**src/rtl/game_io_hub.sv**
```systemverilog
// game_io_hub
// Memory-mapped I/O hub between the processor data port and the game logic.
// Loads and stores above data-memory space reach the player input, position,
// collision and power-up registers. Every player is tested for sprite overlap
// against every valid power-up. An overlap consumes the power-up and starts a
// staged duration timer, which is per player (private) or global (shared).
// All state changes on the falling clock edge.
//
// Ports
//   clock, reset     system clock; asynchronous active-high reset
//   address_dmem     processor data address (17 bits)
//   data, wren       processor store data / store enable
//   q_dmem           data-memory read data
//   dir_in, coll_in  per player p, nibble [4p+3:4p] = {left,down,right,up}
//   dmem_wren        wren qualified to data-memory space (combinational)
//   proc_data_in     registered load data back to the processor
//   player_x/_y      packed player positions, 32 bits each
//   powerup_x/_y     packed power-up positions, 32 bits each
//   powerup_valid    power-up present on the board
//   effect_active    bit p*NUM_POWERUPS+k = effect k active for player p
//   effect_stage     per power-up stage of its most recent grant (0 = idle)
module game_io_hub #(
    parameter int                      NUM_PLAYERS     = 2,
    parameter int                      NUM_POWERUPS    = 2,
    parameter int                      SPRITE_W        = 24,
    parameter int                      SPRITE_H        = 24,
    parameter int                      TICKS_PER_STAGE = 100000000,
    parameter int                      NUM_STAGES      = 7,
    parameter logic [NUM_POWERUPS-1:0] SHARED_MASK     = '0
) (
    input  logic                                 clock,
    input  logic                                 reset,
    input  logic [16:0]                          address_dmem,
    input  logic [31:0]                          data,
    input  logic                                 wren,
    input  logic [31:0]                          q_dmem,
    input  logic [4*NUM_PLAYERS-1:0]             dir_in,
    input  logic [4*NUM_PLAYERS-1:0]             coll_in,
    output logic                                 dmem_wren,
    output logic [31:0]                          proc_data_in,
    output logic [32*NUM_PLAYERS-1:0]            player_x,
    output logic [32*NUM_PLAYERS-1:0]            player_y,
    output logic [32*NUM_POWERUPS-1:0]           powerup_x,
    output logic [32*NUM_POWERUPS-1:0]           powerup_y,
    output logic [NUM_POWERUPS-1:0]              powerup_valid,
    output logic [NUM_PLAYERS*NUM_POWERUPS-1:0]  effect_active,
    output logic [8*NUM_POWERUPS-1:0]            effect_stage
);

    localparam int TW = $clog2(TICKS_PER_STAGE);
    localparam int PW = (NUM_PLAYERS > 1) ? $clog2(NUM_PLAYERS) : 1;
    localparam logic [TW-1:0] TICK_LAST  = TW'(TICKS_PER_STAGE - 1);
    localparam logic [7:0]    STAGE_LAST = 8'(NUM_STAGES);

    logic [31:0]   px_q [NUM_PLAYERS];
    logic [31:0]   px_d [NUM_PLAYERS];
    logic [31:0]   py_q [NUM_PLAYERS];
    logic [31:0]   py_d [NUM_PLAYERS];
    logic [31:0]   ux_q [NUM_POWERUPS];
    logic [31:0]   ux_d [NUM_POWERUPS];
    logic [31:0]   uy_q [NUM_POWERUPS];
    logic [31:0]   uy_d [NUM_POWERUPS];
    logic [NUM_POWERUPS-1:0] valid_q, valid_d;
    // A shared power-up keeps its single timer in the player-0 slot.
    logic [7:0]    stage_q [NUM_PLAYERS][NUM_POWERUPS];
    logic [7:0]    stage_d [NUM_PLAYERS][NUM_POWERUPS];
    logic [TW-1:0] tick_q  [NUM_PLAYERS][NUM_POWERUPS];
    logic [TW-1:0] tick_d  [NUM_PLAYERS][NUM_POWERUPS];
    logic [PW-1:0] last_q  [NUM_POWERUPS];
    logic [PW-1:0] last_d  [NUM_POWERUPS];
    logic [31:0]   proc_q, rd_data;

    logic          ovl   [NUM_PLAYERS][NUM_POWERUPS];
    logic          grant [NUM_PLAYERS][NUM_POWERUPS];
    logic [NUM_POWERUPS-1:0] hit;
    logic [PW-1:0] win   [NUM_POWERUPS];

    assign dmem_wren    = wren && (address_dmem < 17'd4096);
    assign proc_data_in = proc_q;

    // Overlap in 33 bits so position + sprite size never wraps.
    // NOTE: every variable driven in always_comb gets a default first, so no latch is inferred.
    always_comb begin
        hit = '0;
        for (int k = 0; k < NUM_POWERUPS; k++) begin
            win[k] = '0;
            for (int p = NUM_PLAYERS - 1; p >= 0; p--) begin
                ovl[p][k] = ({1'b0, px_q[p]} <= {1'b0, ux_q[k]} + 33'(SPRITE_W)) &&
                            ({1'b0, ux_q[k]} <= {1'b0, px_q[p]} + 33'(SPRITE_W)) &&
                            ({1'b0, py_q[p]} <= {1'b0, uy_q[k]} + 33'(SPRITE_H)) &&
                            ({1'b0, uy_q[k]} <= {1'b0, py_q[p]} + 33'(SPRITE_H));
                // Descending scan leaves the lowest overlapping index as winner.
                if (ovl[p][k]) begin
                    hit[k] = 1'b1;
                    win[k] = PW'(p);
                end
            end
        end
    end

    always_comb begin
        px_d    = px_q;
        py_d    = py_q;
        ux_d    = ux_q;
        uy_d    = uy_q;
        valid_d = valid_q;
        stage_d = stage_q;
        tick_d  = tick_q;
        last_d  = last_q;
        for (int k = 0; k < NUM_POWERUPS; k++) begin
            for (int p = 0; p < NUM_PLAYERS; p++) begin
                grant[p][k] = valid_q[k] && hit[k] &&
                              (SHARED_MASK[k] ? (p == 0) : (win[k] == PW'(p)));
                // A grant restarts the timer and takes priority over expiry.
                if (grant[p][k]) begin
                    stage_d[p][k] = 8'd1;
                    tick_d[p][k]  = '0;
                end else if (stage_q[p][k] != 8'd0) begin
                    if (tick_q[p][k] == TICK_LAST) begin
                        tick_d[p][k]  = '0;
                        stage_d[p][k] = (stage_q[p][k] == STAGE_LAST) ? 8'd0
                                                                      : stage_q[p][k] + 8'd1;
                    end else begin
                        tick_d[p][k] = tick_q[p][k] + 1'b1;
                    end
                end
            end
            if (valid_q[k] && hit[k]) begin
                valid_d[k] = 1'b0;
                if (!SHARED_MASK[k]) last_d[k] = win[k];
            end
        end
        // Stores land after the grant so a respawn write wins over consumption.
        if (wren) begin
            for (int p = 0; p < NUM_PLAYERS; p++) begin
                if (address_dmem == 17'(4200 + 3*p)) px_d[p] = data;
                if (address_dmem == 17'(4201 + 3*p)) py_d[p] = data;
            end
            for (int k = 0; k < NUM_POWERUPS; k++) begin
                if (address_dmem == 17'(4500 + 2*k)) ux_d[k] = data;
                if (address_dmem == 17'(4501 + 2*k)) begin
                    uy_d[k]    = data;
                    valid_d[k] = 1'b1;
                end
            end
        end
    end

    always_comb begin
        rd_data = '0;
        if (address_dmem < 17'd4096) rd_data = q_dmem;
        for (int p = 0; p < NUM_PLAYERS; p++) begin
            if (address_dmem == 17'(4100 + p)) begin
                case (dir_in[4*p +: 4])
                    4'b0001: rd_data = 32'd1;
                    4'b0010: rd_data = 32'd2;
                    4'b0100: rd_data = 32'd3;
                    4'b1000: rd_data = 32'd4;
                    default: rd_data = 32'd0;
                endcase
            end
            if (address_dmem == 17'(4200 + 3*p)) rd_data = px_q[p];
            if (address_dmem == 17'(4201 + 3*p)) rd_data = py_q[p];
            if (address_dmem == 17'(4202 + 3*p))
                rd_data = 32'(effect_active[p*NUM_POWERUPS +: NUM_POWERUPS]);
            for (int d = 0; d < 4; d++)
                if (address_dmem == 17'(4300 + 4*p + d)) rd_data = 32'(coll_in[4*p + d]);
        end
        for (int k = 0; k < NUM_POWERUPS; k++) begin
            if (address_dmem == 17'(4500 + 2*k)) rd_data = ux_q[k];
            if (address_dmem == 17'(4501 + 2*k)) rd_data = uy_q[k];
        end
    end

    always_comb begin
        effect_stage = '0;
        for (int k = 0; k < NUM_POWERUPS; k++) begin
            effect_stage[8*k +: 8] = stage_q[0][k];
            for (int p = 1; p < NUM_PLAYERS; p++)
                if (last_q[k] == PW'(p)) effect_stage[8*k +: 8] = stage_q[p][k];
        end
    end

    always_comb begin
        effect_active = '0;
        player_x      = '0;
        player_y      = '0;
        powerup_x     = '0;
        powerup_y     = '0;
        for (int p = 0; p < NUM_PLAYERS; p++) begin
            player_x[32*p +: 32] = px_q[p];
            player_y[32*p +: 32] = py_q[p];
            for (int k = 0; k < NUM_POWERUPS; k++)
                effect_active[p*NUM_POWERUPS + k] =
                    SHARED_MASK[k] ? (stage_q[0][k] != 8'd0) : (stage_q[p][k] != 8'd0);
        end
        for (int k = 0; k < NUM_POWERUPS; k++) begin
            powerup_x[32*k +: 32] = ux_q[k];
            powerup_y[32*k +: 32] = uy_q[k];
        end
    end
    assign powerup_valid = valid_q;

    // NOTE: the hub state updates on the falling edge so load data settles half a cycle before the processor's rising-edge capture.
    // NOTE: sequential state uses non-blocking assignments only.
    always_ff @(negedge clock or posedge reset) begin
        if (reset) begin
            for (int p = 0; p < NUM_PLAYERS; p++) begin
                px_q[p] <= 32'(260 + 100*p);
                py_q[p] <= 32'd240;
                for (int k = 0; k < NUM_POWERUPS; k++) begin
                    stage_q[p][k] <= '0;
                    tick_q[p][k]  <= '0;
                end
            end
            for (int k = 0; k < NUM_POWERUPS; k++) begin
                ux_q[k]   <= 32'(300 + 100*k);
                uy_q[k]   <= 32'(300 + 100*k);
                last_q[k] <= '0;
            end
            valid_q <= '1;
            proc_q  <= '0;
        end else begin
            px_q    <= px_d;
            py_q    <= py_d;
            ux_q    <= ux_d;
            uy_q    <= uy_d;
            valid_q <= valid_d;
            stage_q <= stage_d;
            tick_q  <= tick_d;
            last_q  <= last_d;
            if (!wren) proc_q <= rd_data;
        end
    end

endmodule
```
**config.mk**
```make
export PLATFORM = sky130hd
export DESIGN_NAME = game_io_hub
export DESIGN_NICKNAME = d
export VERILOG_FILES = /design/src/rtl/game_io_hub.sv
export SDC_FILE = /design/constraint.sdc
export NUM_CORES = 2
export LEC_CHECK = 0
export CORE_MARGIN = 1.5
export CORE_UTILIZATION = 29
export DETAILED_ROUTE_END_ITERATION = 7
export GPL_TIMING_DRIVEN = 0
export HOLD_SLACK_MARGIN = 0.02
export PLACE_DENSITY = 0.5
export SLEW_MARGIN = 20
export SYNTH_ARGS = -nofsm -noshare
export SYNTH_HDL_FRONTEND = slang
export SYNTH_SLANG_ARGS = --single-unit
```
**constraint.sdc**
```tcl
create_clock -name clock -period 16.45 [get_ports clock]
set_clock_uncertainty 0.15 [all_clocks]
set_input_delay 3.29 -clock clock [delete_from_list [all_inputs] [get_ports clock]]
set_output_delay 3.29 -clock clock [all_outputs]
set_load 0.03 [all_outputs]
```
==> flow_summary.toml <==
[global_route]
grt_first_pass_wirelength_um = 241100
vias_in_the_first_global_route = 32760
initial_antenna_violation_count = 9
total_grt_overflow = 0
grt.total_usage = 0.2531
grt_max_degree = 34

[worst_setup_path]
critical_path.endpoint_type = "register"
reg2reg_setup_slack_ns = 8.93
timing.setup.critical_path_class = "primary input to register"
cp_data_required_time_ns = 8.52
critPathMaxFanout = 10
worst_ep_arrival_time_ns = 8.46
start_kind = "primary input"

[yosys]
synth.distinct_cells = 95
synth_seq_area_share = 0.2944
ys_warn_count = 0
ys_top_cells_by_area = "sky130_fd_sc_hd__dfrtn_1, sky130_fd_sc_hd__ha_1, sky130_fd_sc_hd__mux2_2"
post_synth.cell_area_avg_um2 = 9.209
synth_enable_flop_cells = 0
synth_top_cell_area_share = 0.2730
syn_nets = 4609
synthCells = 4001
synth.cells.most_frequent = "sky130_fd_sc_hd__ha_1, sky130_fd_sc_hd__dfrtn_1, sky130_fd_sc_hd__nand2_1"
synth.most_common_cell = "sky130_fd_sc_hd__ha_1"
yosys.area.top_type = "sky130_fd_sc_hd__dfrtn_1"
syn-cell-area_um2 = 36840
async_flop_share = 1.000
post_synthesis_register_bit_count = 432
synthFlopType = "sky130_fd_sc_hd__dfrtn_1"

[timing]
tightestPinTransition_ns = 1.203
fin_ws_ns = 0.05925
final.hold.worst_slack_ns = 0.2820
drv_slew = 0
setup_viol = 0
report.final.hold_viol_count = 0
max-slew-margin-rel = 0.1919
grt_setup_unrepaired = "no"

[die]
core_um2 = 125900
placementRows = 130
starting_density = 0.2927
floorplan.die_area_um2 = 129200
chipHeight_um = 359.4
die_w_um = 359.4
boundaryPins = 411

[route]
drc_errors = 0
initialDrtViolationCount = 3257
detail-route-antenna-nets = 0
firstDrtPassIters = 7
route.final.wire_length_um = 169200
post_drt_via_cell_ratio = 5.622
vias = 34890
wire_per_inst_um = 27.27

[final_layout]
fin_nets = 5118
post_route_cells_drive_above_1_share = 0.1015
final-instance-count-excl-fill = 6206
areaGrowthSynthToFinish_pct = 23.08
filler_cell_count = 12980

[place]
dp.cells = 6078
port_buffers = 407
preCtsSetupSlack_ns = -0.6782
place.detailed.hpwl_um = 137800
finalWeightedCongestion = 0.9477

[clocking]
insertion_delay_ns = 0.67
cts_root_buf = "sky130_fd_sc_hd__clkbuf_16"
cts-resized-gates = 1
worst_setup_hold_path_clk_slew_ns = 0.04
ctsHoldBuffers = 0
post-cts-setup-buffer-count = 0
htreeDepth = 2
cts_made_buffers = 51
numClockSinks = 432
cts_tree = "done"
cts_max_path_buffers = 3

[min_path]
hp-class = "register to register"

[job]
max_cap_violations = 0

[power_and_ir_drop]
max-vdd-ir-drop_mv = 0.08766
cellPowerDensity_nw_per_um2 = 54.98
p_leak_nw = 20.12

[outcome]
result_of_the_run = "finished clean"
## worst paths after layout
kind                       cells past startpoint               end              from
min in group asynchronous                      2        tick_q[31]             reset
max in group asynchronous                      9     powerup_x[39]             reset
min reg2reg                                    2  proc_data_in[18]  proc_data_in[18]
max                                            9     powerup_y[26]  address_dmem[12]
max reg2reg                                   19        stage_q[4]     powerup_y[36]
min                                            2  proc_data_in[18]  proc_data_in[18]
## state kept, by name, indices dropped and copies added, names as in the netlist
name	cells
last_q	2
player_x	64
player_y	64
powerup_valid	2
powerup_x	64
powerup_y	64
proc_data_in	32
stage_q	32
tick_q	108
## worst max-delay path, cell delays in order
cell,delay [ns]
sky130_fd_sc_hd__clkdlybuf4s50_1,0.53
sky130_fd_sc_hd__nor4b_1,0.65
sky130_fd_sc_hd__nor4b_2,0.67
sky130_fd_sc_hd__nand4_1,0.44
sky130_fd_sc_hd__nor2_1,0.87
sky130_fd_sc_hd__clkbuf_1,0.72
sky130_fd_sc_hd__nand2_1,0.44
sky130_fd_sc_hd__buf_1,0.44
sky130_fd_sc_hd__mux2_2,0.38
## power by group
part,internal (W),switching (W),leakage [nW]
logic,0.0000472,0.0000791,13.2
registers,0.00108,0.0000112,5.89
clock network,0.000728,0.000547,1.03
## cell type report
| type | count | area (um^2) | area share |
|---|---|---|---|
| Multi-Input combinational cell | 3316 | 25060 | 0.5526 |
| Sequential cell | 432 | 10850 | 0.2392 |
| Antenna cell | 6 | 15.01 | 0.0003311 |
| Timing Repair Buffer | 427 | 4454 | 0.09822 |
| Buffer | 146 | 586.8 | 0.01294 |
| Clock inverter | 53 | 429.2 | 0.009464 |
| Tap cell | 1650 | 2064 | 0.04552 |
| Clock buffer | 70 | 1490 | 0.03286 |
| Inverter | 106 | 401.6 | 0.008857 |
## placed cells by master, fill, tap and decap left out, drive strengths merged, types with 40 or more instances in the layout
master	synthesis	final
and3	76	76
a21o	76	76
nand3b	40	40
nor2	209	209
ha	508	508
inv	105	136
xor2	153	153
nor3	68	68
clkbuf	99	169
nand4	160	160
mux2	271	271
nand3	200	200
clkdlybuf4s50	0	407
o21ai	139	139
nand2	382	382
a222oi	57	57
mux2i	59	59
a21oi	284	284
xnor2	100	100
dfrtn	402	402
buf	47	67
## cell families (layout without fill, tap and decap cells)
kind of cell	after synthesis	count (layout)	synth area share
xor gates and xnor gates	257	257	0.06259
and+or+nand+nor	1405	1405	0.1985
buffers and inverters	253	802	0.02683
DFF	432	432	0.2944
AOI/OAI and AO/OA	815	815	0.1460
muxes	330	330	0.09886
other	0	6	0
adders and majority gates	509	509	0.1728
## metal layers
metal | up-vias | global-route usage | share of wire
li1 | 16140 | - | -
met2 | 1326 | 0.4029 | 0.45
met1 | 17190 | 0.3411 | 0.44
met5 | - | 0 | 0.00023
met3 | 233 | 0.05279 | 0.079
met4 | 8 | 0.08018 | 0.034
## through the flow
stage                       util  cell area (um^2)  power [W]  setup TNS (ns)
after global routing      0.3601             45340   0.002568               0
after global placement    0.3414             42990   0.001236        -1822.23
final                     0.3602             45350   0.002493               0
after detailed placement  0.3448             43410   0.001246          -30.90
after CTS                 0.3600             45330   0.002515               0
after floorplan                -             36850   0.001163         -330.59
Power figures use the tool's default switching activity.
